File: config.mk
export PLATFORM = sky130hd
export DESIGN_NAME = ghost_mode_scheduler_flat
export DESIGN_NICKNAME = d
export VERILOG_FILES = /design/src/rtl/ghost_mode_scheduler_pkg.sv /design/src/rtl/ghost_mode_scheduler_if.sv /design/src/rtl/ghost_mode_scheduler_release_seq.sv /design/src/rtl/ghost_mode_scheduler.sv /design/src/flat_wrapper.sv
export SDC_FILE = /design/constraint.sdc
export NUM_CORES = 1
export LEC_CHECK = 0
export ABC_AREA = 1
export ABC_CLOCK_PERIOD_IN_PS = 11950
export CORE_AREA = 2 2 95 97
export DETAILED_ROUTE_END_ITERATION = 7
export DIE_AREA = 0 0 97 99
export DONT_BUFFER_PORTS = 1
export GPL_ROUTABILITY_DRIVEN = 0
export REMOVE_ABC_BUFFERS = 1
export SYNTH_ARGS = -nofsm -noshare
export SYNTH_HDL_FRONTEND = slang
export SYNTH_HIERARCHICAL = 1
export SYNTH_SLANG_ARGS = --single-unit
export TNS_END_PERCENT = 30
File: constraint.sdc
create_clock -name i_clk -period 11.95 [get_ports i_clk]
set_input_delay 2.39 -clock i_clk [delete_from_list [all_inputs] [get_ports i_clk]]
set_output_delay 2.39 -clock i_clk [all_outputs]
set_load 0.02 [all_outputs]
File: src/rtl/ghost_mode_scheduler_pkg.sv
// Shared encodings for the ghost scheduler and the per-ghost controllers:
// game-state codes, global mode codes, the scatter/chase schedule and FSM states.
package ghost_mode_scheduler_pkg;

  localparam logic [7:0] GS_IDLE     = 8'h00;
  localparam logic [7:0] GS_PLAY     = 8'h01;
  localparam logic [7:0] GS_PAUSE    = 8'h02;
  localparam logic [7:0] GS_RELOAD   = 8'h03;
  localparam logic [7:0] GS_CLEAR    = 8'h04;
  localparam logic [7:0] GS_GAMEOVER = 8'h05;

  localparam logic [3:0] SCATTER    = 4'd1;
  localparam logic [3:0] CHASE      = 4'd2;
  localparam logic [3:0] FRIGHTENED = 4'd3;

  localparam int NUM_PHASES     = 8;
  localparam logic [2:0] LAST_PHASE = 3'd7;
  // Phase lengths in seconds; 0 marks the final phase that never ends.
  localparam int PHASE_SECS [NUM_PHASES] = '{7, 20, 7, 20, 5, 20, 5, 0};
  localparam int MAX_PHASE_SECS = 20;

  typedef enum logic [1:0] {
    ST_HOLD   = 2'd0,
    ST_RUN    = 2'd1,
    ST_FRIGHT = 2'd2,
    ST_FROZEN = 2'd3
  } sched_state_t;

  // Even phases scatter, odd phases chase.
  function automatic logic [3:0] phase_mode(input logic [2:0] phase);
    return phase[0] ? CHASE : SCATTER;
  endfunction

endpackage

File: src/rtl/ghost_mode_scheduler_if.sv
// Bundle between the game FSM side (master) and the ghost scheduler (slave).
interface ghost_mode_scheduler_if #(
  parameter int NUM_GHOSTS = 4
);
  import ghost_mode_scheduler_pkg::*;

  logic [7:0]            game_state;
  logic                  tick;
  logic                  power_pellet;
  logic [3:0]            ghost_state;
  logic [NUM_GHOSTS-1:0] ghost_reload;
  logic                  reverse;
  logic                  fright_flash;
  logic [2:0]            phase;

  modport master (
    output game_state, tick, power_pellet,
    input  ghost_state, ghost_reload, reverse, fright_flash, phase
  );

  modport slave (
    input  game_state, tick, power_pellet,
    output ghost_state, ghost_reload, reverse, fright_flash, phase
  );

endinterface

File: src/rtl/ghost_mode_scheduler_release_seq.sv
// Staggered ghost release: counts play ticks and pulses one reload per ghost,
// lowest index first, once the tick count reaches that ghost's slot.
module ghost_release_seq
  import ghost_mode_scheduler_pkg::*;
#(
  parameter int NUM_GHOSTS  = 4,
  parameter int RELEASE_GAP = 240
) (
  input  logic                  i_clk,
  input  logic                  i_rst_n,
  input  logic                  clear,
  input  logic                  enable,
  input  logic                  tick,
  output logic [NUM_GHOSTS-1:0] reload
);

  localparam int RC_MAX = (NUM_GHOSTS - 1) * RELEASE_GAP;
  localparam int RC_W   = $clog2(RC_MAX) + 1;
  localparam logic [RC_W-1:0] RC_ONE = RC_W'(1);

  logic [RC_W-1:0]       release_cnt;
  logic [NUM_GHOSTS-1:0] released;
  logic [NUM_GHOSTS-1:0] pick;
  logic                  found;
  logic                  all_released;

  // Select the lowest-index ghost that is due and not yet out.
  always_comb begin
    pick  = '0;
    found = 1'b0;
    for (int k = 0; k < NUM_GHOSTS; k++) begin
      if (!found && !released[k] && (int'(release_cnt) >= k * RELEASE_GAP)) begin
        pick[k] = 1'b1;
        found   = 1'b1;
      end
    end
    all_released = &released;
  end

  // Tick counter, released mask and registered one-cycle reload pulses.
  always_ff @(posedge i_clk or negedge i_rst_n) begin
    if (!i_rst_n) begin
      release_cnt <= '0;
      released    <= '0;
      reload      <= '0;
    end else if (clear) begin
      release_cnt <= '0;
      released    <= '0;
      reload      <= '0;
    end else begin
      reload <= enable ? pick : '0;
      if (enable) begin
        released <= released | pick;
      end
      if (tick && !all_released && (int'(release_cnt) < RC_MAX)) begin
        release_cnt <= release_cnt + RC_ONE;
      end
    end
  end

endmodule

File: src/rtl/ghost_mode_scheduler.sv
// Global ghost mode sequencer: scatter/chase schedule, frightened override
// with end-of-fright flash, pause freeze, and staggered ghost release.
//
//   state     | meaning
//   ST_HOLD   | not playing; everything cleared, mode SCATTER
//   ST_RUN    | schedule advancing on ticks
//   ST_FRIGHT | frightened; schedule frozen, fright timer counting down
//   ST_FROZEN | paused; all state held, resumes RUN or FRIGHT on PLAY
module ghost_mode_scheduler
  import ghost_mode_scheduler_pkg::*;
#(
  parameter int NUM_GHOSTS    = 4,
  parameter int TICKS_PER_SEC = 60,
  parameter int FRIGHT_TICKS  = 360,
  parameter int FLASH_TICKS   = 120,
  parameter int RELEASE_GAP   = 240
) (
  input  logic                   i_clk,
  input  logic                   i_rst_n,
  ghost_mode_scheduler_if.slave  bus
);

  localparam int PC_W = $clog2(MAX_PHASE_SECS * TICKS_PER_SEC) + 1;
  localparam int FC_W = $clog2(FRIGHT_TICKS) + 1;
  localparam logic [PC_W-1:0] PC_ONE      = PC_W'(1);
  localparam logic [FC_W-1:0] FC_ONE      = FC_W'(1);
  localparam logic [FC_W-1:0] FRIGHT_LOAD = FC_W'(FRIGHT_TICKS);
  localparam logic [FC_W-1:0] FLASH_LIM   = FC_W'(FLASH_TICKS);

  sched_state_t    state;
  sched_state_t    resume_state;
  logic [2:0]      phase;
  logic [PC_W-1:0] phase_cnt;
  logic [PC_W-1:0] phase_last;
  logic [FC_W-1:0] fright_cnt;
  logic [FC_W-1:0] fright_nxt;
  logic [3:0]      ghost_state;
  logic            reverse;
  logic            fright_flash;

  logic            in_play;
  logic            paused;
  logic            holding;
  logic            phase_end;
  logic            rel_enable;
  logic            rel_tick;

  // Decode the game state and the end-of-phase / fright-decrement conditions.
  always_comb begin
    in_play    = (bus.game_state == GS_PLAY);
    paused     = (bus.game_state == GS_PAUSE);
    holding    = !in_play && !paused;
    phase_last = PC_W'(PHASE_SECS[phase] * TICKS_PER_SEC - 1);
    phase_end  = (phase != LAST_PHASE) && (phase_cnt == phase_last);
    fright_nxt = fright_cnt - FC_ONE;
    // Release logic runs whenever play is live, including the HOLD->RUN cycle
    // so ghost 0 comes out together with the first RUN cycle.
    rel_enable = in_play && (state != ST_FROZEN);
    rel_tick   = bus.tick && in_play && ((state == ST_RUN) || (state == ST_FRIGHT));
  end

  // Scheduler FSM with registered mode, reverse and flash outputs.
  always_ff @(posedge i_clk or negedge i_rst_n) begin
    if (!i_rst_n) begin
      state        <= ST_HOLD;
      resume_state <= ST_RUN;
      phase        <= '0;
      phase_cnt    <= '0;
      fright_cnt   <= '0;
      ghost_state  <= SCATTER;
      reverse      <= 1'b0;
      fright_flash <= 1'b0;
    end else begin
      reverse <= 1'b0;
      if (holding) begin
        state        <= ST_HOLD;
        resume_state <= ST_RUN;
        phase        <= '0;
        phase_cnt    <= '0;
        fright_cnt   <= '0;
        ghost_state  <= SCATTER;
        fright_flash <= 1'b0;
      end else begin
        case (state)
          ST_HOLD: begin
            if (in_play) begin
              state <= ST_RUN;
            end
          end
          ST_RUN: begin
            if (paused) begin
              resume_state <= ST_RUN;
              state        <= ST_FROZEN;
            end else if (bus.power_pellet) begin
              state        <= ST_FRIGHT;
              fright_cnt   <= FRIGHT_LOAD;
              fright_flash <= (FRIGHT_LOAD <= FLASH_LIM);
              ghost_state  <= FRIGHTENED;
              reverse      <= 1'b1;
            end else if (bus.tick) begin
              if (phase_end) begin
                phase       <= phase + 3'd1;
                phase_cnt   <= '0;
                ghost_state <= phase_mode(phase + 3'd1);
                reverse     <= 1'b1;
              end else if (phase_cnt != '1) begin
                phase_cnt <= phase_cnt + PC_ONE;
              end
            end
          end
          ST_FRIGHT: begin
            if (paused) begin
              resume_state <= ST_FRIGHT;
              state        <= ST_FROZEN;
            end else if (bus.power_pellet) begin
              // Refresh only; the ghosts already reversed on entry.
              fright_cnt   <= FRIGHT_LOAD;
              fright_flash <= (FRIGHT_LOAD <= FLASH_LIM);
            end else if (bus.tick) begin
              if (fright_cnt == FC_ONE) begin
                state        <= ST_RUN;
                fright_cnt   <= '0;
                fright_flash <= 1'b0;
                ghost_state  <= phase_mode(phase);
              end else begin
                fright_cnt   <= fright_nxt;
                fright_flash <= (fright_nxt <= FLASH_LIM);
              end
            end
          end
          ST_FROZEN: begin
            if (in_play) begin
              state <= resume_state;
            end
          end
          default: state <= ST_HOLD;
        endcase
      end
    end
  end

  ghost_release_seq #(
    .NUM_GHOSTS  (NUM_GHOSTS),
    .RELEASE_GAP (RELEASE_GAP)
  ) u_release (
    .i_clk   (i_clk),
    .i_rst_n (i_rst_n),
    .clear   (holding),
    .enable  (rel_enable),
    .tick    (rel_tick),
    .reload  (bus.ghost_reload)
  );

  assign bus.ghost_state  = ghost_state;
  assign bus.reverse      = reverse;
  assign bus.fright_flash = fright_flash;
  assign bus.phase        = phase;

endmodule

File: src/flat_wrapper.sv
// flat-port wrapper written by rule: the top's interface ports become plain ports
module ghost_mode_scheduler_flat import ghost_mode_scheduler_pkg::*;
#(
  parameter int NUM_GHOSTS    = 4,
  parameter int TICKS_PER_SEC = 60,
  parameter int FRIGHT_TICKS  = 360,
  parameter int FLASH_TICKS   = 120,
  parameter int RELEASE_GAP   = 240
)
  (i_clk, i_rst_n, bus_game_state, bus_tick, bus_power_pellet, bus_ghost_state, bus_ghost_reload, bus_reverse, bus_fright_flash, bus_phase);
  ghost_mode_scheduler_if #(.NUM_GHOSTS(NUM_GHOSTS)) bus_i ();
  input  logic i_clk;
  input  logic i_rst_n;
  input wire logic [$bits(bus_i.game_state)-1:0] bus_game_state;
  input wire logic [$bits(bus_i.tick)-1:0] bus_tick;
  input wire logic [$bits(bus_i.power_pellet)-1:0] bus_power_pellet;
  output wire logic [$bits(bus_i.ghost_state)-1:0] bus_ghost_state;
  output wire logic [$bits(bus_i.ghost_reload)-1:0] bus_ghost_reload;
  output wire logic [$bits(bus_i.reverse)-1:0] bus_reverse;
  output wire logic [$bits(bus_i.fright_flash)-1:0] bus_fright_flash;
  output wire logic [$bits(bus_i.phase)-1:0] bus_phase;
  assign bus_i.game_state = bus_game_state;
  assign bus_i.tick = bus_tick;
  assign bus_i.power_pellet = bus_power_pellet;
  assign bus_ghost_state = bus_i.ghost_state;
  assign bus_ghost_reload = bus_i.ghost_reload;
  assign bus_reverse = bus_i.reverse;
  assign bus_fright_flash = bus_i.fright_flash;
  assign bus_phase = bus_i.phase;
  ghost_mode_scheduler #(.NUM_GHOSTS(NUM_GHOSTS), .TICKS_PER_SEC(TICKS_PER_SEC), .FRIGHT_TICKS(FRIGHT_TICKS), .FLASH_TICKS(FLASH_TICKS), .RELEASE_GAP(RELEASE_GAP)) u_core (.i_clk(i_clk), .i_rst_n(i_rst_n), .bus(bus_i));
endmodule
* Word level (Yosys, flattened, before mapping)
Memories as Yosys holds them, arrays and structs flattened. Cells that the tools add are included.
Word-level totals: register bits 54, bits in read-only memories 256, input bits 12, output and inout bits 13, memories kept 1, logic and storage cells 167
Operators by class: $add $sub $neg 5, muxes and demuxes 75, bitwise operators 2, eq/ne operators 29, multipliers 1, reductions and logical operators 37, magnitude comparators 6
Memory list:
- (name not given) | words 8, width 32, read ports 1, clocked after memory_dff 0, wr ports 0, RTL line ghost_mode_scheduler.sv:53 | phase_last = PC_W'(PHASE_SECS[phase] * TICKS_PER_SEC - 1);
Operator list (number):
- $mux W12 | 7
- $mux W10 | 7
- $mux W32 | 2
- $mux W4 | 13
- $mul A32 B5 Y10 const B | 1
- $mux W2 | 14
- $mux W11 | 2
- $ne A4 B2 Y1 const B | 5
- $pmux W10 S2 | 1
- $mux W1 | 19
- $mux W3 | 6
- $reduce_and A5 Y1 | 3
- $logic_and A1 B1 Y1 | 13
- $add A12 B1 Y12 const B | 1
- $eq A12 B12 Y1 | 1
- $ne A12 B12 Y1 const B | 1
- $ne A3 B1 Y1 const B | 4
- $ne A3 B2 Y1 const B | 4
- $sub A12 B2 Y12 const B | 1
- $add A11 B1 Y11 const B | 1
- $ge A11 B10 Y1 const B | 1
- $ge A11 B8 Y1 const B | 1
- $ge A11 B9 Y1 const B | 1
- $lt A11 B10 Y1 const B | 1
- 28 further kinds | 45

* Depth between registers and ports, before layout
depth in word-level cells 15, gate-level depth with buffers 29, depth with buffers taken out 29

* By module
The synthesis kept the hierarchy.
By module, submodules not included:
- ghost_mode_scheduler | area an instance 3114.2 µm², times used 1, cells each 459, sequential area each 828.3 µm²
- ghost_release_seq | area an instance 1036.0 µm², times used 1, cells each 137, sequential area each 475.5 µm²

* Worst setup path after synthesis
Ideal clock, no wire load.
path kind reg2reg, start point reg u_core.phase[0], in the netlist u_core/bus.phase[0], end point reg u_core.phase[2], in the netlist u_core/bus.phase[2], library setup time 0.119 ns, path buffers 1, clock period less this slack 4.068 ns, required time 11.831 ns, stages on the path, launching flop included 28, arrival time 3.949 ns, path slack 7.882 ns, cell sequence dfrtp_1 inv_2 ha_1 inv_1 nand3_1 nand2_1 ha_1 ha_1 inv_1 nand2_4 nand2_4 inv_1 fa_1 inv_1 nand2_1 nand2_1 nand3_1 nand2_1 nand3_1 nor2_1 nand3_1 nor2_1 nand4_2 nand2_4 nand2_4 buf_6 nand2_1 o21ai_2
On the way: word-level cells in the longest chain between the ends 10, elaborated cells on any way between the ends 18, classes of those cells 2 x add/sub; 1 x mul; 2 x eq/ne; 8 x mux; 1 x bitwise; 3 x reduce/logical; 1 x memory
RTL lines:
- start: declaration | RTL line ghost_mode_scheduler.sv:32 | logic [2:0] phase;
- start signal: assignment | RTL line ghost_mode_scheduler.sv:102 | phase <= phase + 3'd1;
- $not A3 Y4 (implied by the code) | RTL line ghost_mode_scheduler.sv:53
- $mem_v2 Z8 W32
- $mux W32 (implied by the code) (2 in a row) | RTL line ghost_mode_scheduler.sv:53
- $mul A32 B5 Y10 | RTL line ghost_mode_scheduler.sv:53
- $sub A12 B2 Y12 | RTL line ghost_mode_scheduler.sv:53
- $eq A12 B12 Y1 | RTL line ghost_mode_scheduler.sv:54 | phase_end = (phase != LAST_PHASE) && (phase_cnt == phase_last);
- $logic_and A1 B1 Y1 | RTL line ghost_mode_scheduler.sv:54
- $reduce_bool A2 Y1 (no line)
- $reduce_and A5 Y1 (no line)
Several ways; a longest one is shown, not always the timed one. The select of a mux whose other input is x is not followed. A chain may end at the register's enable or synchronous reset.

* Worst setup path after layout
start point in bus_game_state[3], end point reg u_core.phase_cnt[8]
On the way: word-level cells in the longest chain between the ends 5, elaborated cells on any way between the ends 12, classes of those cells 4 x eq/ne; 1 x mux; 7 x reduce/logical
RTL lines:
- start: declaration | RTL line flat_wrapper.sv:14 | input wire logic [$bits(bus_i.game_state)-1:0] bus_game_state;
- $eq A8 B1 Y1 or $eq A8 B2 Y1 (tied branches) | RTL line ghost_mode_scheduler.sv:50, ghost_mode_scheduler.sv:51
- $logic_not A1 Y1 | RTL line ghost_mode_scheduler.sv:52 | holding = !in_play && !paused;
- $logic_and A1 B1 Y1 | RTL line ghost_mode_scheduler.sv:52
- $ne A2 B2 Y1 (no line) (tied with other cells)
- $reduce_and A5 Y1 (no line)
- end signal: assignment | RTL line ghost_mode_scheduler.sv:107 | phase_cnt <= phase_cnt + PC_ONE;
- end: declaration | RTL line ghost_mode_scheduler.sv:33 | logic [PC_W-1:0] phase_cnt;
Several ways; a longest one is shown, not always the timed one.

==> flow_summary.toml <==
[synth]
synth_mux_area_frac = 0
synth-adder-area-share = 0.0898
synthDominantCellAreaShare = 0.301
yosysMostFrequentCell = "nand2_1"
ys.flop_type = "dfrtp_1"
netlist_instances = 596
synth_warnings = 6
yosysUniqueCellTypes = 41
synthArstFlopShare = 1.00
yosysSeqAreaShare = 0.314
synth_area_leaders = "dfrtp_1 30%, nand2_1 13%, nand3_1 8.7%, inv_1 8.3%, ha_1 7.5%"
netlist_area_sq_um = 4150
yosys_register_bits = 52
synth-simple-area-share = 0.377
synth_top_family_by_area = "simple AND/OR/NAND/NOR gates"
synth-xor-area-share = 0.0359
synth-compound-area-share = 0.0793
yosys.area.top_type = "dfrtp_1"
avgSynthCellArea_sq_um = 6.96
synth_enable_flop_cells = 0
synth_common_cells = "148 x nand2_1, 92 x inv_1, 72 x nand3_1"

[layout]
finalNonFillerCells = 703
area_delta_synth_final_pct = 3.68
antenna_cells = 0
layout-drive-gt1-share = 0.0706
final_cell_area_sq_um = 4300
nets = 634

[clock_tree]
cts_resized = 0
post-cts-setup-buffer-count = 0
h-tree-depth = 2
clockBufferDepth = 2
tritoncts = "yes"
clock_sinks = 52
clkTransAtPathRegs_ns = 0.09
clk_latency_ns = 0.30
holdBufCountCts = 0
cts_root_buffer = "clkbuf_8"
cts_buffers = 5

[worst_hold_path]
hold_path.class = "reg2reg"

[timing]
finalHoldViolCount = 0
fin_skew_ns = 0.00512
post-route-period-util = 0.385
grt_setup_unrepaired = "false"
tightest_slew_ns = 0.784
max_freq_mhz = 217
fin_hold_ws_ns = 0.482
slew_viol_final = 0
setup_viol = 0
setup_slack_ns = 7.35
fin_setup_tns_ns = 0
relSlewSlack = 0.472
period_minus_slack_ns = 4.60

[power_and_ir_drop]
max-vdd-ir-drop_mv = 0.0648
leakagePower_nw = 2.24
pwr_density_cell_nw_per_um2 = 67.3

[route]
viasPerCell = 5.31
drtIter0Drc = 253
drtAntennaViolNets = 0
drt-pass1-iter-count = 4
drcViolationCount = 0
wl_um = 9190
wl_per_cell_um = 13.1
num_vias = 3730

[critical_path]
endpoint = "u_core/phase_cnt[8]$_DFFE_PN0P_"
reg2reg_from = "u_core/bus.phase[0]$_DFFE_PN0P_"
reg2reg_depth = 27
crit_path_frequent_cell = "nand2_1"
crit_fanout = 14
cp_num_cells = 10
cp_top_family = "simple AND/OR/NAND/NOR gates"
start_kind = "primary input"
rrSetupSlack_ns = 7.37
crit_type = "in2reg"
cp.required_ns = 12.12
crit_chain = "or2_2 -> nor3_1 -> nand2_1 -> nand2_1 -> o21ai_0 -> nand2_1 -> inv_1 -> nand2_1 -> xor2_1 -> a21oi_1"
critPathCaptureType = "flop"
slowest_delay_ns = 0.51
crit_buf_inv = 1
r2r_end = "u_core/phase_cnt[3]$_DFFE_PN0P_"
startpoint = "bus_game_state[3]"
cp.arrival_ns = 4.77
worst_path_max_delay_cell = "nand2_1"

[grt]
antenna_found_initial = 0
grt_pass1_vias = 3597
grt_max_degree = 53
grt_overflow = 0
grt_pass1_wl_um = 16300
grtUsageTotal = 0.203

[floorplan]
boundaryPins = 25
fp.dieH_um = 99
dieWidth_um = 97
coreArea_sq_um = 8550
fp-row-count = 34
die_area_sq_um = 9600
initial_core_util = 0.485

[placement]
dp.cells = 695
dpl-instance-area_sq_um = 4220
dpl.hpwl_um = 7070
place_ws_ns = 7.00
io_buffer_count = 0

[flow_run]
drv_cap = 0

[outcome]
status = "finished, final reports clean"
## registers in the layout (all words and copies together) (netlist names)
register and count:
u_core/bus.ghost_state 2, u_core/fright_cnt 10, u_core/resume_state 2, u_core/state 2
u_core/u_release/reload 4, u_core/u_release/release_cnt 11, u_core/bus.fright_flash 1, u_core/phase_cnt 12
u_core/u_release/released 4, u_core/bus.phase 3, u_core/bus.reverse 1
## how the worst min path moves through the flow
stage	depth (start not counted)	slack, ns	startpoint	end
after global placement	2	0.47	u_core/u_release/released[2]$_DFFE_PN0P_	u_core/u_release/released[2]$_DFFE_PN0P_
final	2	0.48	u_core/resume_state[0]$_DFFE_PN1P_	u_core/resume_state[0]$_DFFE_PN1P_
after floorplan	1	0.45	u_core/u_release/released[0]$_DFFE_PN0P_	u_core/u_release/reload[0]$_DFF_PN0_
after CTS	2	0.49	u_core/resume_state[0]$_DFFE_PN1P_	u_core/resume_state[0]$_DFFE_PN1P_
after global routing	2	0.51	u_core/resume_state[0]$_DFFE_PN1P_	u_core/resume_state[0]$_DFFE_PN1P_
after detailed placement	2	0.47	u_core/u_release/released[2]$_DFFE_PN0P_	u_core/u_release/released[2]$_DFFE_PN0P_
## cell families after synthesis
group,count (synthesis)
simple gates,337
buf+inv,106
compound gates,55
flops,52
fa+ha+maj,28
xor+xnor,17
other cells,1
## metal layers
layer | track usage | vias to the layer above | share of wire
met5 | 0 | - | 0
met4 | 0.0791 | 0 | 0.026
met3 | 0.0191 | 14 | 0.023
met2 | 0.359 | 55 | 0.50
met1 | 0.258 | 1751 | 0.45
li1 | - | 1910 | -
## layout by cell type, fill, tap and decap left out, types with 4 or more instances in the layout
cell type,Yosys,routed
nor3_1,11,11
nand3_1,72,72
o22ai_1,5,5
clkbuf_8,0,5
ha_1,25,25
and3_1,4,4
nand2_2,5,5
o21ai_2,4,4
o21ai_0,20,20
xor2_1,14,14
nand4_1,17,17
nand2_4,5,5
nor2_1,57,57
nand2_1,148,148
a21oi_1,14,14
dfrtp_1,50,50
nand3_2,8,8
inv_1,92,92
## power breakdown
part / internal, mW / switching [mW]
combinational: 0.00526 / 0.0108
clock: 0.0418 / 0.0550
sequential: 0.176 / 0.000561
## area by class of cell
type                       count  area (sq um)
fill                         877          4250
sequential                    52          1300
inverter                      96           360
clock buffer                   8          80.1
tap                          108           135
multi-input combinational    439          2420
## worst register-to-register path, delay by kind of cell, from the launching register on
family / cells / cell delay [ns]
flip-flops: 1 / 0.64
buffers and inverters: 5 / 0.62
adder cells (fa/ha/maj): 4 / 1.39
AND/OR/NAND/NOR: 18 / 1.88
## stage by stage
step	util	power [mW]
finish	0.503	0.290
global route	0.503	0.303
CTS	0.503	0.296
detailed placement	0.494	0.196
global placement	0.494	0.196
floorplan	-	0.193
Note: power is estimated with default switching activity, not from simulation.
